--- config.mk ---
export PLATFORM = sky130hd
export DESIGN_NAME = interval_timer
export DESIGN_NICKNAME = d
export VERILOG_FILES = /design/src/rtl/timer_pkg.sv /design/src/rtl/tick_gen.sv /design/src/rtl/interval_timer.sv
export SDC_FILE = /design/constraint.sdc
export NUM_CORES = 1
export LEC_CHECK = 0
export ABC_AREA = 1
export BUFFER_PORTS_ARGS = -buffer_cell sky130_fd_sc_hd__buf_2
export CAP_MARGIN = 20
export CORE_ASPECT_RATIO = 0.5
export CORE_MARGIN = 2
export CORE_UTILIZATION = 23
export CTS_CLUSTER_DIAMETER = 40
export DETAILED_ROUTE_END_ITERATION = 8
export PLACE_DENSITY_LB_ADDON = 0.3
export SLEW_MARGIN = 0
export SYNTH_ARGS = -nofsm -noshare
export SYNTH_HDL_FRONTEND = slang
export SYNTH_HIERARCHICAL = 1
export SYNTH_SLANG_ARGS = --single-unit
export TNS_END_PERCENT = 30
--- constraint.sdc ---
create_clock -name clk -period 2.8 [get_ports clk]
set_clock_uncertainty 0.1 [all_clocks]
set_input_delay 0 -clock clk [delete_from_list [all_inputs] [get_ports clk]]
set_output_delay 0 -clock clk [all_outputs]
set_load 0.01 [all_outputs]
--- src/rtl/timer_pkg.sv ---
// Shared types for the interval timer: FSM states and count direction.
package timer_pkg;

  typedef enum logic [1:0] {IDLE, RUN, PAUSE, DONE} state_t;

  typedef enum logic {UP, DOWN} mode_t;

endpackage

--- src/rtl/tick_gen.sv ---
// Clock prescaler: emits one enabled tick every DIV cycles of enable.
// The phase is held while en is low, so a pause resumes mid-interval.
module tick_gen #(
  parameter int DIV = 1
) (
  input  logic clk,
  input  logic reset,
  input  logic en,
  input  logic clr,
  output logic tick
);

  localparam int PW = (DIV > 1) ? $clog2(DIV) : 1;
  localparam logic [PW-1:0] LAST = PW'(DIV - 1);

  logic [PW-1:0] phase;

  // With DIV=1 the phase is pinned at zero, which makes tick follow en.
  always_ff @(posedge clk or posedge reset) begin
    if (reset) begin
      phase <= '0;
    end else if (clr) begin
      phase <= '0;
    end else if (en) begin
      phase <= (phase == LAST) ? '0 : phase + PW'(1);
    end
  end

  assign tick = en && (phase == LAST);

endmodule

--- src/rtl/interval_timer.sv ---
// Interval timer: up/down, one-shot/auto-reload counter with pause,
// runtime limit load and registered done/expire/running outputs.
module interval_timer
  import timer_pkg::*;
#(
  parameter int WIDTH     = 8,
  parameter int DIV       = 1,
  parameter int LIMIT_DEF = 30
) (
  input  logic             clk,
  input  logic             reset,
  input  logic             start,
  input  logic             stop,
  input  logic             clear,
  input  logic             load,
  input  logic [WIDTH-1:0] limit_in,
  input  logic             mode_down,
  input  logic             auto_reload,
  output logic [WIDTH-1:0] count,
  output logic             done,
  output logic             expire,
  output logic             running
);

  state_t           state, state_nx;
  mode_t            mode_q, mode_nx;
  logic             reload_q, reload_nx;
  logic [WIDTH-1:0] limit_q, limit_nx;
  logic [WIDTH-1:0] count_nx;
  logic [WIDTH-1:0] step_val;
  logic [WIDTH-1:0] term_val;
  logic [WIDTH-1:0] start_in;
  logic             expire_nx;
  logic             presc_clr;
  logic             tick;

  tick_gen #(.DIV(DIV)) u_tick (
    .clk   (clk),
    .reset (reset),
    .en    (state == RUN),
    .clr   (presc_clr),
    .tick  (tick)
  );

  // Start value as selected by the live mode input, used on start and clear.
  assign start_in = mode_down ? limit_q : '0;

  // Next-state logic; clear outranks load, which outranks stop and start.
  always_comb begin
    state_nx  = state;
    mode_nx   = mode_q;
    reload_nx = reload_q;
    limit_nx  = limit_q;
    count_nx  = count;
    expire_nx = 1'b0;
    presc_clr = 1'b0;
    step_val  = (mode_q == DOWN) ? count - WIDTH'(1) : count + WIDTH'(1);
    term_val  = (mode_q == DOWN) ? '0 : limit_q;

    if (clear) begin
      state_nx  = IDLE;
      mode_nx   = mode_down ? DOWN : UP;
      count_nx  = start_in;
      presc_clr = 1'b1;
    end else begin
      case (state)
        IDLE, DONE: begin
          if (load) begin
            limit_nx = limit_in;
          end else if (start && !stop && (limit_q != '0)) begin
            state_nx  = RUN;
            mode_nx   = mode_down ? DOWN : UP;
            reload_nx = auto_reload;
            count_nx  = start_in;
            presc_clr = 1'b1;
          end
        end
        RUN: begin
          if (tick) begin
            if (step_val == term_val) begin
              expire_nx = 1'b1;
              if (reload_q) begin
                count_nx = (mode_q == DOWN) ? limit_q : '0;
              end else begin
                count_nx = term_val;
                state_nx = DONE;
              end
            end else begin
              count_nx = step_val;
            end
          end
          // A terminal tick on the same edge as stop still finishes the run.
          if (stop && (state_nx == RUN)) begin
            state_nx = PAUSE;
          end
        end
        PAUSE: begin
          if (start && !stop) begin
            state_nx = RUN;
          end
        end
        default: state_nx = IDLE;
      endcase
    end
  end

  // State, datapath and output registers; outputs reflect the new state.
  always_ff @(posedge clk or posedge reset) begin
    if (reset) begin
      state    <= IDLE;
      mode_q   <= UP;
      reload_q <= 1'b0;
      limit_q  <= WIDTH'(LIMIT_DEF);
      count    <= '0;
      done     <= 1'b0;
      expire   <= 1'b0;
      running  <= 1'b0;
    end else begin
      state    <= state_nx;
      mode_q   <= mode_nx;
      reload_q <= reload_nx;
      limit_q  <= limit_nx;
      count    <= count_nx;
      done     <= (state_nx == DONE);
      expire   <= expire_nx;
      running  <= (state_nx == RUN);
    end
  end

endmodule

==> Word-level counts from Yosys, hierarchy flattened <==
Cells that the tools add are included.
{ "op_classes": {"reduce_logical": 16, "bitwise_logic": 3, "n_mux": 38, "addsub": 3, "n_eq_ne": 11} }
{ "ops": {"columns": ["cell", "n"], "rows": [
  ["8-bit two-way mux", 10],
  ["2-bit two-way mux", 10],
  ["1-bit two-way mux", 16],
  ["8-bit one-hot mux with 2 select lines", 1],
  ["3-bit != test (second input constant)", 3],
  ["8-bit by 1-bit adder with 8-bit output (second input constant)", 1],
  ["8-bit == test", 1],
  ["4-bit AND reduction", 2],
  ["8-bit nonzero test", 1],
  ["8-bit by 1-bit subtractor with 8-bit output (second input constant)", 1],
  ["2-bit by 1-bit == test with 1-bit output (second input constant)", 3],
  ["2-bit == test (second input constant)", 3],
  ["2-bit one-hot mux with 3 select lines", 1],
  ["3-bit AND reduction", 2],
  ["2-bit nonzero test", 3],
  ["1-bit logical AND", 4],
  ["1-bit inverter", 3],
  ["3-bit nonzero test", 1],
  ["2-bit logical NOT", 1],
  ["2-bit != test (second input constant)", 1],
  ["2-bit OR reduction", 1],
  ["1-bit adder (second input constant)", 1],
  ["1-bit logical NOT", 1]
]} }
{ "totals": {"wordCells": 80, "ff_bits": 24, "in_bits": 16} }

==> Logic depth before layout (Yosys ltp) <==
{ "logic_depth": {"word_depth": 13, "depth_mapped": 17} }

==> Hierarchy <==
The synthesis kept the hierarchy.
{ "by_module_without_submodules": {"columns": ["module", "instances", "cells_each", "area_per_inst_um2"], "rows": [
  ["interval_timer", 1, 273, 1794.2],
  ["tick_gen", 1, 1, 7.5]
]} }

==> Worst setup path after synthesis <==
Ideal clock, no wire load.
{ "synth_timing": {"path_type": "register -> register", "from": "register count[0]", "to": "register count[1]", "synth_period_minus_slack_ns": 2.321, "setup_time_ns": 0.121, "setup_slack_ns": 0.479, "n_path_buf": 1, "arrival_time_ns": 2.100, "required_time_ns": 2.579, "stages_incl_launch_ff": 17, "cell_sequence": "dfrtp_1 -> fa_1 -> nand2_1 -> nand2_1 -> nand3_1 -> nand2_1 -> nand2_1 -> nand3_1 -> nand2_1 -> nand3_1 -> nor2_2 -> buf_6 -> inv_4 -> a21oi_2 -> a21oi_1 -> o21ai_1 -> nand2_1"} }
{ "synth_via": {"elab_chain_len": 7, "word_cells_on_any_way": 8} }
{ "synth_rtl": {"columns": ["item", "line_no", "rtl"], "rows": [
  ["start, declared", "interval_timer.sv:19", "output logic [WIDTH-1:0] count,"],
  ["start signal, assigned", "interval_timer.sv:123", "count <= count_nx;"],
  ["8-bit by 1-bit adder with 8-bit output or 8-bit by 1-bit subtractor with 8-bit output (tied branches)", "interval_timer.sv:57", "step_val = (mode_q == DOWN) ? count - WIDTH'(1) : count + WIDTH'(1);"],
  ["8-bit two-way mux (*)", "interval_timer.sv:57", null],
  ["8-bit == test", "interval_timer.sv:80", "if (step_val == term_val) begin"],
  ["8-bit two-way mux (*)", "interval_timer.sv:80", null],
  ["8-bit two-way mux (*)", "interval_timer.sv:79", "if (tick) begin"],
  ["8-bit one-hot mux with 2 select lines (*)", "interval_timer.sv:66", "case (state)"],
  ["8-bit two-way mux (*)", "interval_timer.sv:60", "if (clear) begin"]
]} }
Every way passes the cells marked *; elsewhere a longest branch is shown, timed or not. The select of a mux whose other input is x is not followed.
A chain may end at the register's enable or synchronous reset.

==> Worst setup path in the final report <==
{ "layout_timing": {"from": "register mode_q", "to": "register count[0]"} }
{ "layout_via": {"elab_chain_len": 6, "word_cells_on_any_way": 9} }
{ "layout_rtl": {"columns": ["item", "line_no", "rtl"], "rows": [
  ["start, declared", "interval_timer.sv:26", "mode_t mode_q, mode_nx;"],
  ["start signal, assigned", "interval_timer.sv:120", "mode_q <= mode_nx;"],
  ["8-bit two-way mux, on equally long branches", "interval_timer.sv:57, interval_timer.sv:83, interval_timer.sv:58", null],
  ["8-bit == test or 8-bit two-way mux (tied branches)", "interval_timer.sv:80, interval_timer.sv:82", null],
  ["8-bit two-way mux (*)", "interval_timer.sv:80", null],
  ["8-bit two-way mux (*)", "interval_timer.sv:79", null],
  ["8-bit one-hot mux with 2 select lines (*)", "interval_timer.sv:66", null],
  ["8-bit two-way mux (*)", "interval_timer.sv:60", null]
]} }
Marked as above.

==> metrics <==
final hold slack=between 0.0006 and 0.0007 ns; CP Class=reg -> reg; Residual DRC=0; Post-synth top cells=60 x nand2_1, 47 x nand3_1, 43 x inv_1, 30 x nor2_1, 19 x dfrtp_1; GP Congestion=just over 0.8; remaining antenna violation count=0; Mapped Cells=274; Worst Path Buf+Inv=4; cell area after synthesis=about 1800 µm²; DRT Pass-1 Iters=4; setup_tns=0 ns; most numerous cell in the Yosys netlist=nand2_1; Achievable Freq=around 0.38 GHz; RR Startpoint=mode_q; CP Data Arrival Time=2.62 ns; post-synth top area cell=dfrtp_1; Bufs on Longest Clock Path=2; CP peak stage delay=around 0.45 ns; CTS Buf Count=3; Syn Nets=approximately 300; ranking of synthesized cells by area=dfrtp_1 26%, nand3_1 13%, nand2_1 13%, inv_1 9.0%, nor2_1 6.3%; core area=about 7500 µm²; synthesized flop and latch total=23; Lkg Pwr=1.18 nW; Root Driver=clkbuf_16; initial core utilization=between 20 and 25%; vias in the first global route=about 1,700; P_int=1.24 mW; total track usage=11.3%; clock latency on the worst-skew pair=0.25 ns; vias per inst=between 4 and 5; Synth Area in Adders=under 10%; Tmin final=2.61 ns; Post-synth ARST share=100%; Core Rows=22; PnR Total Power=roughly 2.4 mW; CP Cell Sequence=buf_4 -> ha_4 -> nand2_1 -> inv_1 -> nand4_1 -> nand2_1 -> nand2_1 -> nand3_1 -> nand3_1 -> nor2_4 -> buf_4 -> inv_4 -> a21oi_1 -> o21ai_1 -> nand2_1 -> o21ai_1; CP max FO=9; Flop pwr share=between 20 and 30%; Unique masters post-synth=28; Worst Path Required=approximately 2.8 ns; initial antenna violation count=0; I/O pin count=27; Clock Pin Slew Worst Setup and Hold Paths=around 0.06 ns; startpoint types=flip-flop; Most common cell on crit path=nand2_1; final setup violation count=0; crit share post-route=93.2%; Final Net Count=about 340; mux share of post-synthesis cell area=0.625%; share of the synthesized area in the top cell type=26.4%; dpl hpwl=3750 µm; largest family of logic cells by synthesized area=simple AND/OR/NAND/NOR gates; Synth Flop Type=dfrtp_1; DRT iter0 DRCs=about 130; clock power share=roughly an eighth; Net Sw Frac=roughly 48%; Net Switching=between 1 and 1.5 mW; area of the multi-input gates=1050 µm²; xor/xnor share of the synthesized area=less than 1%; Die H=approximately 67 µm; Storage cell area=between 500 and 600 µm²; Hold Path Class=in -> reg; Post-Route Utilization=a little under a third; GRT Residual Overflow=0; largest net degree at the start of global routing=24; status=completed; H-Tree Depth=1; beginning of the worst hold path=mode_down; routed wire length=~4800 µm; worst IR drop on VDD=between 0.2 and 0.3 mV; worst relative slew slack=about two fifths; Compound-Gate Fraction of Synth Area=12.8%; max-capacitance violation count=0; routed len/inst=approximately 11 µm; Gate power share=59.3%; Critical-path top delay cell=dfrtp_2; die area=~8600 µm²; worst slew pin tran=approximately 0.90 ns; Layout area overhead=29.0%; DIE WIDTH=about 130 µm; Final Hold Viols=0; Ant. Diodes=0; CP delay by family, top=simple AND/OR/NAND/NOR gates; Synth Area in Simple Gates=34.4%; syn_area_per_cell=6.58 µm²; Port Buffers=26; pwr/cell area=a little over 1000 nW/µm²; CP endpoint kind=flip-flop; Finished Cell Area=between 2000 and 2500 µm²; first-pass GRT wire length=about 7800 µm; TritonCTS clock tree=done; filler cell count=829; clk sinks=23; max-slew violation count=0; EDFF count, synth=0; layout cell share with drive strength beyond 1=approximately 17%; Critical Path Start=mode_q; sequential area share after synthesis=about a third; Synth Warn #=6; via count=1,811; dpl cell area=slightly above 2000 µm²
==> cell families (layout without fill, tap and decap cells) <==
| family | count (synthesis) | in the layout |
|---|---|---|
| flip-flops | 23 | 23 |
| adder cells (fa/ha/maj) | 9 | 9 |
| buffers and inverters | 53 | 95 |
| AND/OR/NAND/NOR | 144 | 144 |
| multiplexers | 1 | 1 |
| XOR/XNOR | 2 | 2 |
| AO/OA/AOI/OAI | 42 | 42 |
==> final cells by class <==
| type | count | share of cell area [%] |
|---|---|---|
| multi-input combinational | 198 | 45.1 |
| sequential | 23 | 25.1 |
| timing repair buffer | 45 | 13.0 |
| inverter | 46 | 7.53 |
| tap | 108 | 5.81 |
| clock buffer | 3 | 3.23 |
| clock inverter | 1 | 0.215 |
==> sequential cells by signal, indices dropped and copies added (netlist names) <==
name,count
running,1
count,8
expire,1
state,2
done,1
reload_q,1
limit_q,8
mode_q,1
==> power groups by stage <==
stage / sequential, mW / clock [mW] / combinational [mW]
6_report: 0.655 / 0.311 / 1.41
5_1_grt: 0.674 / 0.335 / 1.61
4_1_cts: 0.640 / 0.319 / 1.35
3_5_place_dp: 0.646 / 0 / 1.32
3_3_place_gp: 0.647 / 0 / 1.35
2_1_floorplan: 0.631 / 0 / 0.968
==> tightest hold or removal path, delay by kind of cell <==
family	cells	cell delay [ns]
simple gates	1	0.07
compound gates	1	0.08
buf+inv	1	0.16
==> metal layers <==
metal | track usage, % | wire [µm]
met1 | 16.2 | 2520
met2 | 18.3 | 2070
met3 | 1.20 | 136
met4 | 2.85 | 44
met5 | 0 | 0
==> worst paths after layout <==
path / end / slack, ns / depth (start not counted)
max: count[0] / 0.19 / 16
min: mode_q / 0.0006 / 3
max reg2reg: count[0] / 0.19 / 16
min reg2reg: limit_q[4] / 0.40 / 2
max in group asynchronous: count[0] / 1.65 / 3
min in group asynchronous: done / 0.37 / 3
==> cell usage in the layout, fill, tap and decap left out, types with 4 or more instances in the layout <==
| master | n |
|---|---|
| a21oi_1 | 17 |
| a31oi_1 | 7 |
| buf_2 | 26 |
| buf_4 | 7 |
| dfrtp_1 | 17 |
| dfstp_2 | 4 |
| dlygate4sd3_1 | 12 |
| ha_1 | 5 |
| inv_1 | 43 |
| nand2_1 | 60 |
| nand3_1 | 47 |
| nor2_1 | 30 |
| o21ai_0 | 10 |
==> timing repair <==
item	in CTS	in global routing
hold endpoints to repair	28	0
setup endpoints to repair	0	12
setup buffers	0	0
hold buffers	12	0
gates resized for setup	0	8
==> stage by stage <==
step	setup WS, ns	cells
2_1_floorplan	0.479	274
3_3_place_gp	0.102	408
3_5_place_dp	0.0785	408
4_1_cts	0.0638	424
5_1_grt	-0.00387	424
6_report	0.189	424
Power figures use the tool's default switching activity.
